File: src/rtl/matinv_result_streamer_if.sv
// Handshake bundle between the 5x5 matrix-inverse datapath, the result streamer and its consumer.
// master: the streamer side; slave: the inverter/consumer side.
interface matinv_result_streamer_if #(
    parameter int N  = 5,
    parameter int W  = 32,
    parameter int IW = 3
);
    logic [W*N*N-1:0] mat_in;
    logic             cap_valid;
    logic             cap_ready;
    logic [W-1:0]     out_data;
    logic [IW-1:0]    out_row;
    logic [IW-1:0]    out_col;
    logic             out_last;
    logic             out_valid;
    logic             out_ready;
    logic             busy;
    logic             frame_done;

    modport master (
        input  mat_in, cap_valid, out_ready,
        output cap_ready, out_data, out_row, out_col, out_last, out_valid, busy, frame_done
    );

    modport slave (
        output mat_in, cap_valid, out_ready,
        input  cap_ready, out_data, out_row, out_col, out_last, out_valid, busy, frame_done
    );
endinterface

File: src/rtl/matinv_result_streamer.sv
// Captures a full N x N inverse result in one cycle and streams it row-major, one word per handshake.
// Optional macro MATINV_STREAM_CKSUM_EN appends an XOR checksum word (row N, col 0) to each frame.
module matinv_result_streamer #(
    parameter int N  = 5,
    parameter int W  = 32,
    parameter int IW = 3
) (
    input  logic                    clk,
    input  logic                    rst_n,
    matinv_result_streamer_if.master bus
);

    localparam logic [IW-1:0] LAST_IDX = IW'(N - 1);

    typedef enum logic [1:0] {
        ST_IDLE   = 2'd0,
        ST_STREAM = 2'd1
`ifdef MATINV_STREAM_CKSUM_EN
        ,
        ST_CKSUM  = 2'd2
`endif
    } state_t;

    state_t        state_reg;
    state_t        state_next;
    logic [IW-1:0] row_reg;
    logic [IW-1:0] col_reg;
    logic          frame_done_reg;
    logic [W-1:0]  bank_reg [N][N];
    logic [W-1:0]  in_word  [N][N];

    logic          capture;
    logic          accept;
    logic          at_last;
    logic          frame_end;

    logic          cap_ready_c;
    logic          out_valid_c;
    logic          out_last_c;
    logic          busy_c;
    logic [W-1:0]  out_data_c;

    genvar gi, gj;
    generate
        for (gi = 0; gi < N; gi++) begin : g_row
            for (gj = 0; gj < N; gj++) begin : g_col
                assign in_word[gi][gj] = bus.mat_in[W*(N*gi+gj) +: W];
            end
        end
    endgenerate

    assign capture = (state_reg == ST_IDLE) && bus.cap_valid;
    assign accept  = (state_reg != ST_IDLE) && bus.out_ready;
    assign at_last = (row_reg == LAST_IDX) && (col_reg == LAST_IDX);

`ifdef MATINV_STREAM_CKSUM_EN
    logic [W-1:0] cksum_reg;
    logic [W-1:0] cksum_next;

    always_comb begin
        cksum_next = '0;
        for (int r = 0; r < N; r++) begin
            for (int c = 0; c < N; c++) begin
                cksum_next = cksum_next ^ in_word[r][c];
            end
        end
    end

    always_ff @(posedge clk or negedge rst_n) begin
        if (!rst_n) begin
            cksum_reg <= '0;
        end else if (capture) begin
            cksum_reg <= cksum_next;
        end
    end

    assign frame_end = accept && (state_reg == ST_CKSUM);
`else
    assign frame_end = accept && (state_reg == ST_STREAM) && at_last;
`endif

    // Whole frame lands in one edge so the inverter can start its next solve immediately.
    always_ff @(posedge clk or negedge rst_n) begin
        if (!rst_n) begin
            for (int r = 0; r < N; r++) begin
                for (int c = 0; c < N; c++) begin
                    bank_reg[r][c] <= '0;
                end
            end
        end else if (capture) begin
            for (int r = 0; r < N; r++) begin
                for (int c = 0; c < N; c++) begin
                    bank_reg[r][c] <= in_word[r][c];
                end
            end
        end
    end

    always_ff @(posedge clk or negedge rst_n) begin
        if (!rst_n) begin
            state_reg <= ST_IDLE;
        end else begin
            state_reg <= state_next;
        end
    end

    always_comb begin
        state_next = state_reg;
        case (state_reg)
            ST_IDLE: begin
                if (bus.cap_valid) begin
                    state_next = ST_STREAM;
                end
            end
            ST_STREAM: begin
                if (bus.out_ready && at_last) begin
`ifdef MATINV_STREAM_CKSUM_EN
                    state_next = ST_CKSUM;
`else
                    state_next = ST_IDLE;
`endif
                end
            end
`ifdef MATINV_STREAM_CKSUM_EN
            ST_CKSUM: begin
                if (bus.out_ready) begin
                    state_next = ST_IDLE;
                end
            end
`endif
            default: state_next = ST_IDLE;
        endcase
    end

    // Separate row/column counters; the row wraps to 0 (or N for the checksum word) after the last column.
    always_ff @(posedge clk or negedge rst_n) begin
        if (!rst_n) begin
            row_reg        <= '0;
            col_reg        <= '0;
            frame_done_reg <= 1'b0;
        end else begin
            frame_done_reg <= frame_end;
            if (capture) begin
                row_reg <= '0;
                col_reg <= '0;
            end else if (accept) begin
`ifdef MATINV_STREAM_CKSUM_EN
                if (state_reg == ST_CKSUM) begin
                    row_reg <= '0;
                    col_reg <= '0;
                end else
`endif
                if (col_reg == LAST_IDX) begin
                    col_reg <= '0;
                    if (row_reg == LAST_IDX) begin
`ifdef MATINV_STREAM_CKSUM_EN
                        row_reg <= IW'(N);
`else
                        row_reg <= '0;
`endif
                    end else begin
                        row_reg <= row_reg + IW'(1);
                    end
                end else begin
                    col_reg <= col_reg + IW'(1);
                end
            end
        end
    end

    always_comb begin
        cap_ready_c = 1'b0;
        out_valid_c = 1'b0;
        out_last_c  = 1'b0;
        busy_c      = 1'b0;
        out_data_c  = '0;
        case (state_reg)
            ST_IDLE: begin
                cap_ready_c = 1'b1;
            end
            ST_STREAM: begin
                out_valid_c = 1'b1;
                busy_c      = 1'b1;
                out_data_c  = bank_reg[row_reg][col_reg];
`ifndef MATINV_STREAM_CKSUM_EN
                out_last_c  = at_last;
`endif
            end
`ifdef MATINV_STREAM_CKSUM_EN
            ST_CKSUM: begin
                out_valid_c = 1'b1;
                busy_c      = 1'b1;
                out_last_c  = 1'b1;
                out_data_c  = cksum_reg;
            end
`endif
            default: begin
                cap_ready_c = 1'b0;
            end
        endcase
    end

    assign bus.cap_ready  = cap_ready_c;
    assign bus.out_valid  = out_valid_c;
    assign bus.out_last   = out_last_c;
    assign bus.busy       = busy_c;
    assign bus.out_data   = out_data_c;
    assign bus.out_row    = row_reg;
    assign bus.out_col    = col_reg;
    assign bus.frame_done = frame_done_reg;

endmodule

File: src/flat_wrapper.sv
// flat-port wrapper written by rule: the top's interface ports become plain ports
module matinv_result_streamer_flat 
#(
    parameter int N  = 5,
    parameter int W  = 32,
    parameter int IW = 3
)
  (clk, rst_n, bus_mat_in, bus_cap_valid, bus_out_ready, bus_cap_ready, bus_out_data, bus_out_row, bus_out_col, bus_out_last, bus_out_valid, bus_busy, bus_frame_done);
  matinv_result_streamer_if #(.N(N), .W(W), .IW(IW)) bus_i ();
  input  logic clk;
  input  logic rst_n;
  input wire logic [$bits(bus_i.mat_in)-1:0] bus_mat_in;
  input wire logic [$bits(bus_i.cap_valid)-1:0] bus_cap_valid;
  input wire logic [$bits(bus_i.out_ready)-1:0] bus_out_ready;
  output wire logic [$bits(bus_i.cap_ready)-1:0] bus_cap_ready;
  output wire logic [$bits(bus_i.out_data)-1:0] bus_out_data;
  output wire logic [$bits(bus_i.out_row)-1:0] bus_out_row;
  output wire logic [$bits(bus_i.out_col)-1:0] bus_out_col;
  output wire logic [$bits(bus_i.out_last)-1:0] bus_out_last;
  output wire logic [$bits(bus_i.out_valid)-1:0] bus_out_valid;
  output wire logic [$bits(bus_i.busy)-1:0] bus_busy;
  output wire logic [$bits(bus_i.frame_done)-1:0] bus_frame_done;
  assign bus_i.mat_in = bus_mat_in;
  assign bus_i.cap_valid = bus_cap_valid;
  assign bus_i.out_ready = bus_out_ready;
  assign bus_cap_ready = bus_i.cap_ready;
  assign bus_out_data = bus_i.out_data;
  assign bus_out_row = bus_i.out_row;
  assign bus_out_col = bus_i.out_col;
  assign bus_out_last = bus_i.out_last;
  assign bus_out_valid = bus_i.out_valid;
  assign bus_busy = bus_i.busy;
  assign bus_frame_done = bus_i.frame_done;
  matinv_result_streamer #(.N(N), .W(W), .IW(IW)) u_core (.clk(clk), .rst_n(rst_n), .bus(bus_i));
endmodule
File: config.mk
export PLATFORM = sky130hd
export DESIGN_NAME = matinv_result_streamer_flat
export DESIGN_NICKNAME = d
export VERILOG_FILES = /design/src/rtl/matinv_result_streamer_if.sv /design/src/rtl/matinv_result_streamer.sv /design/src/flat_wrapper.sv
export SDC_FILE = /design/constraint.sdc
export NUM_CORES = 2
export LEC_CHECK = 0
export ABC_CLOCK_PERIOD_IN_PS = 2700
export CAP_MARGIN = 20
export CORE_AREA = 2 2 334 336
export DETAILED_ROUTE_END_ITERATION = 8
export DIE_AREA = 0 0 336 338
export GPL_TIMING_DRIVEN = 0
export PLACE_DENSITY = 0.53
export SYNTH_ARGS = -nofsm -noshare
export SYNTH_HDL_FRONTEND = slang
export SYNTH_SLANG_ARGS = --single-unit
export TNS_END_PERCENT = 5
File: constraint.sdc
create_clock -name clk -period 2.7 [get_ports clk]
set_input_delay 0.54 -clock clk [delete_from_list [all_inputs] [get_ports clk]]
set_output_delay 0.54 -clock clk [all_outputs]
set_load 0.01 [all_outputs]
==> out/metrics.yaml <==
status: "finished, violations left"
violations: "setup timing"
critical_path_class: "reg2out"
clock_skew_ns: 0.0218
layoutNonFillerInstCount: 5287
internal_power_mw: 30.6
drc: 0
drtIter0Drc: 1720
min_path_type: "in2async"
synth_area_mm2: 0.0369
nNetsFinal: 4501
core_mm2: 0.110
gp_congestion: 0.863
cp.required_ns: 2.16
cap_viol_max_count: 0
synth-seq-area-share_pct: 54.8
clockBufferDepth: 3
place_hpwl_mm: 133
die_y_um: 338
tritoncts: "built"
r2r_setup_slack_ns: -0.08
peakVddDrop_mv: 0.473
first_pass_iters: 5
final_cell_mix: "mux2_2 (826), clkdlybuf4s50_1 (811), dfrtp_1 (805)"
grt_max_degree: 115
syn_nets: 3464
fillers: 9843
clock_latency_ns: 0.68
startpoint: "u_core.bus.out_col[0]$_DFFE_PN0P_"
routed_wl_mm: 170
netlist_instances: 2656
wl_per_cell_um: 32.2
ant_nets: 0
maxSlewHeadroom_pct: 55.6
layout-drive-gt1-share_pct: 41.0
fmax_ghz: 0.277
die_area_mm2: 0.114
clock_sinks: 808
ys_ff_latch: 808
p_comb_share_pct: 41.1
root_buffer: "clkbuf_16"
tightest_slew_ns: 0.666
final_common_cell: "mux2_2"
rsz0062_at_grt: "yes"
crit_path_end_kind: "primary output"
port_buffers: 846
critPathCapture: "bus_out_data[10]"
critPathMaxFanout: 7
layout_setup_ws_ns: -0.905
p_sw_share_pct: 36.0
yosysUniqueCellTypes: 40
placedCellCount: 4999
grt_pass1_wl_mm: 231
cts-buffers-inserted: 96
die_w_um: 336
cts_htree_levels: 3
syn_avg_cell_area_um2: 13.9
leakage_nw: 22.9
hold_violations: 0
num_io_pins: 847
grt_usage_pct: 29.5
vias: 27314
p_sw_mw: 17.2
largest_reg_flops: 800
r2r_end: "u_core.bus.out_row[2]$_DFFE_PN0P_"
clkPwrFrac_pct: 28.7
min_period_ns: 3.60
start_util_pct: 33.5
antenna_found_initial: 76
cp-start-kind: "flip-flop"
finalSetupTns_ns: -24.07
clk_pin_slew_ns: 0.06
setup_viol: 36
crit_arrival_ns: 3.06
power_frac_seq_pct: 30.2
r2r_cells: 18
maxSlewViolCount: 0
grt_pass1_vias: 28618
p_per_area_mw_per_mm2: 880
rows: 122
fin_crit_sh_pct: 134
avgViaCountPerCell: 5.17
area.growth.synth_to_final_pct: 47.2
reg2reg_from: "u_core.bus.out_col[0]$_DFFE_PN0P_"
yosys_warnings: 0
grt_overflow: 0
==> worst max-delay path: stages (launching register included) <==
cell and delay, ns:
dfrtp_1 0.39, buf_6 0.15, buf_12 0.16, buf_16 0.15
buf_12 0.14, mux2i_1 0.19, nor2_1 0.08, o21ai_2 0.33
nand4_1 0.44, buf_2 0.30
==> per-layer routing <==
metal	track usage, %	vias up	part of all wire [%]
met5	0	-	0.26
met4	8.25	72	2.7
met3	8.96	263	7.6
met2	49.9	948	49
met1	36.4	14132	41
li1	-	11899	-
==> cells by family after synthesis <==
family          synth area share [%]
xor+xnor                      0.0475
mux                             34.9
buf+inv                         2.87
fa+ha+maj                      0.136
flops                           54.8
compound gates                  4.59
simple gates                    2.67
==> how the worst min path moves through the flow <==
stage | start | endpoint
2_1_floorplan | rst_n | u_core.bank_reg[0]$_DFFE_PN0N_
3_5_place_dp | u_core.bank_reg[21]$_DFFE_PN0N_ | u_core.bank_reg[21]$_DFFE_PN0N_
5_1_grt | bus_mat_in[568] | u_core.bank_reg[248]$_DFFE_PN0N_
4_1_cts | bus_mat_in[491] | u_core.bank_reg[299]$_DFFE_PN0N_
6_report | rst_n | u_core.bank_reg[524]$_DFFE_PN0N_
3_3_place_gp | u_core.bank_reg[1]$_DFFE_PN0N_ | u_core.bank_reg[1]$_DFFE_PN0N_
==> metrics by stage <==
stage / cell area, um^2 / hold WS (ns) / power, mW / utilization [%] / setup WS (ns)
after global routing: 54300 / 0.421 / 49.5 / 49.4 / -0.911
after global placement: 47300 / 0.485 / 29.7 / 42.9 / -38.74
after CTS: 53800 / 0.403 / 47.5 / 48.9 / -0.899
after detailed placement: 47500 / 0.491 / 29.8 / 43.1 / -1.97
final: 54300 / 0.448 / 47.8 / 49.4 / -0.905
after floorplan: 36900 / 0.244 / 21.9 / - / 0.472
==> power by group through the flow <==
stage	Combinational (mW)	Sequential, mW	Clock, mW
global route	20.4	14.6	14.5
CTS	19.1	14.4	14.0
detailed placement	15.3	14.6	0
finish	19.6	14.4	13.7
floorplan	7.56	14.3	0
global placement	15.1	14.6	0
==> cell type report <==
class,count,area [um^2],area share [%]
Timing Repair Buffer,943,9690,17.8
Multi-Input combinational cell,1639,17200,31.7
Antenna cell,26,65.1,0.120
Inverter,6,37.5,0.0691
Sequential cell,808,20200,37.2
Clock buffer,141,2910,5.35
Clock inverter,37,432,0.794
Buffer,199,1900,3.50
Tap cell,1488,1860,3.43
==> Yosys cell counts (all sizes together) <==
cell type	instances	area share, %
o22ai	71	1.2
nor2	73	0.74
or2	2	0.034
nor3	4	0.081
nand3	57	0.77
and4	1	0.024
inv	6	0.061
mux2	826	25
or4b	3	0.081
a21oi	1	0.014
dfrtp	808	55
buf	154	2.3
or4	1	0.020
nand4	29	0.49
and2	1	0.017
mux2i	359	9.7
nand2b	4	0.068
a22oi	63	1.3
o221ai	6	0.14
a31oi	6	0.10
nor4	7	0.16
a221o	26	0.70
nand2	5	0.051
nand4bb	2	0.061
o21ai	79	1.1
nor2b	4	0.068
xnor2	1	0.024
a32o	1	0.027
ha	4	0.14
xor2	1	0.024
a211oi	1	0.020
o21bai	1	0.020
clkbuf	49	0.50
==> what timing repair did <==
action,in CTS,in global routing
endpoints found under the hold margin,53,0
cloned,10,1
resized for setup,700,77
pin swaps,65,34
endpoints found under the setup margin,684,49
setup buffers,57,18
hold buffers,2,0
(Power assumes the default switching activity.)
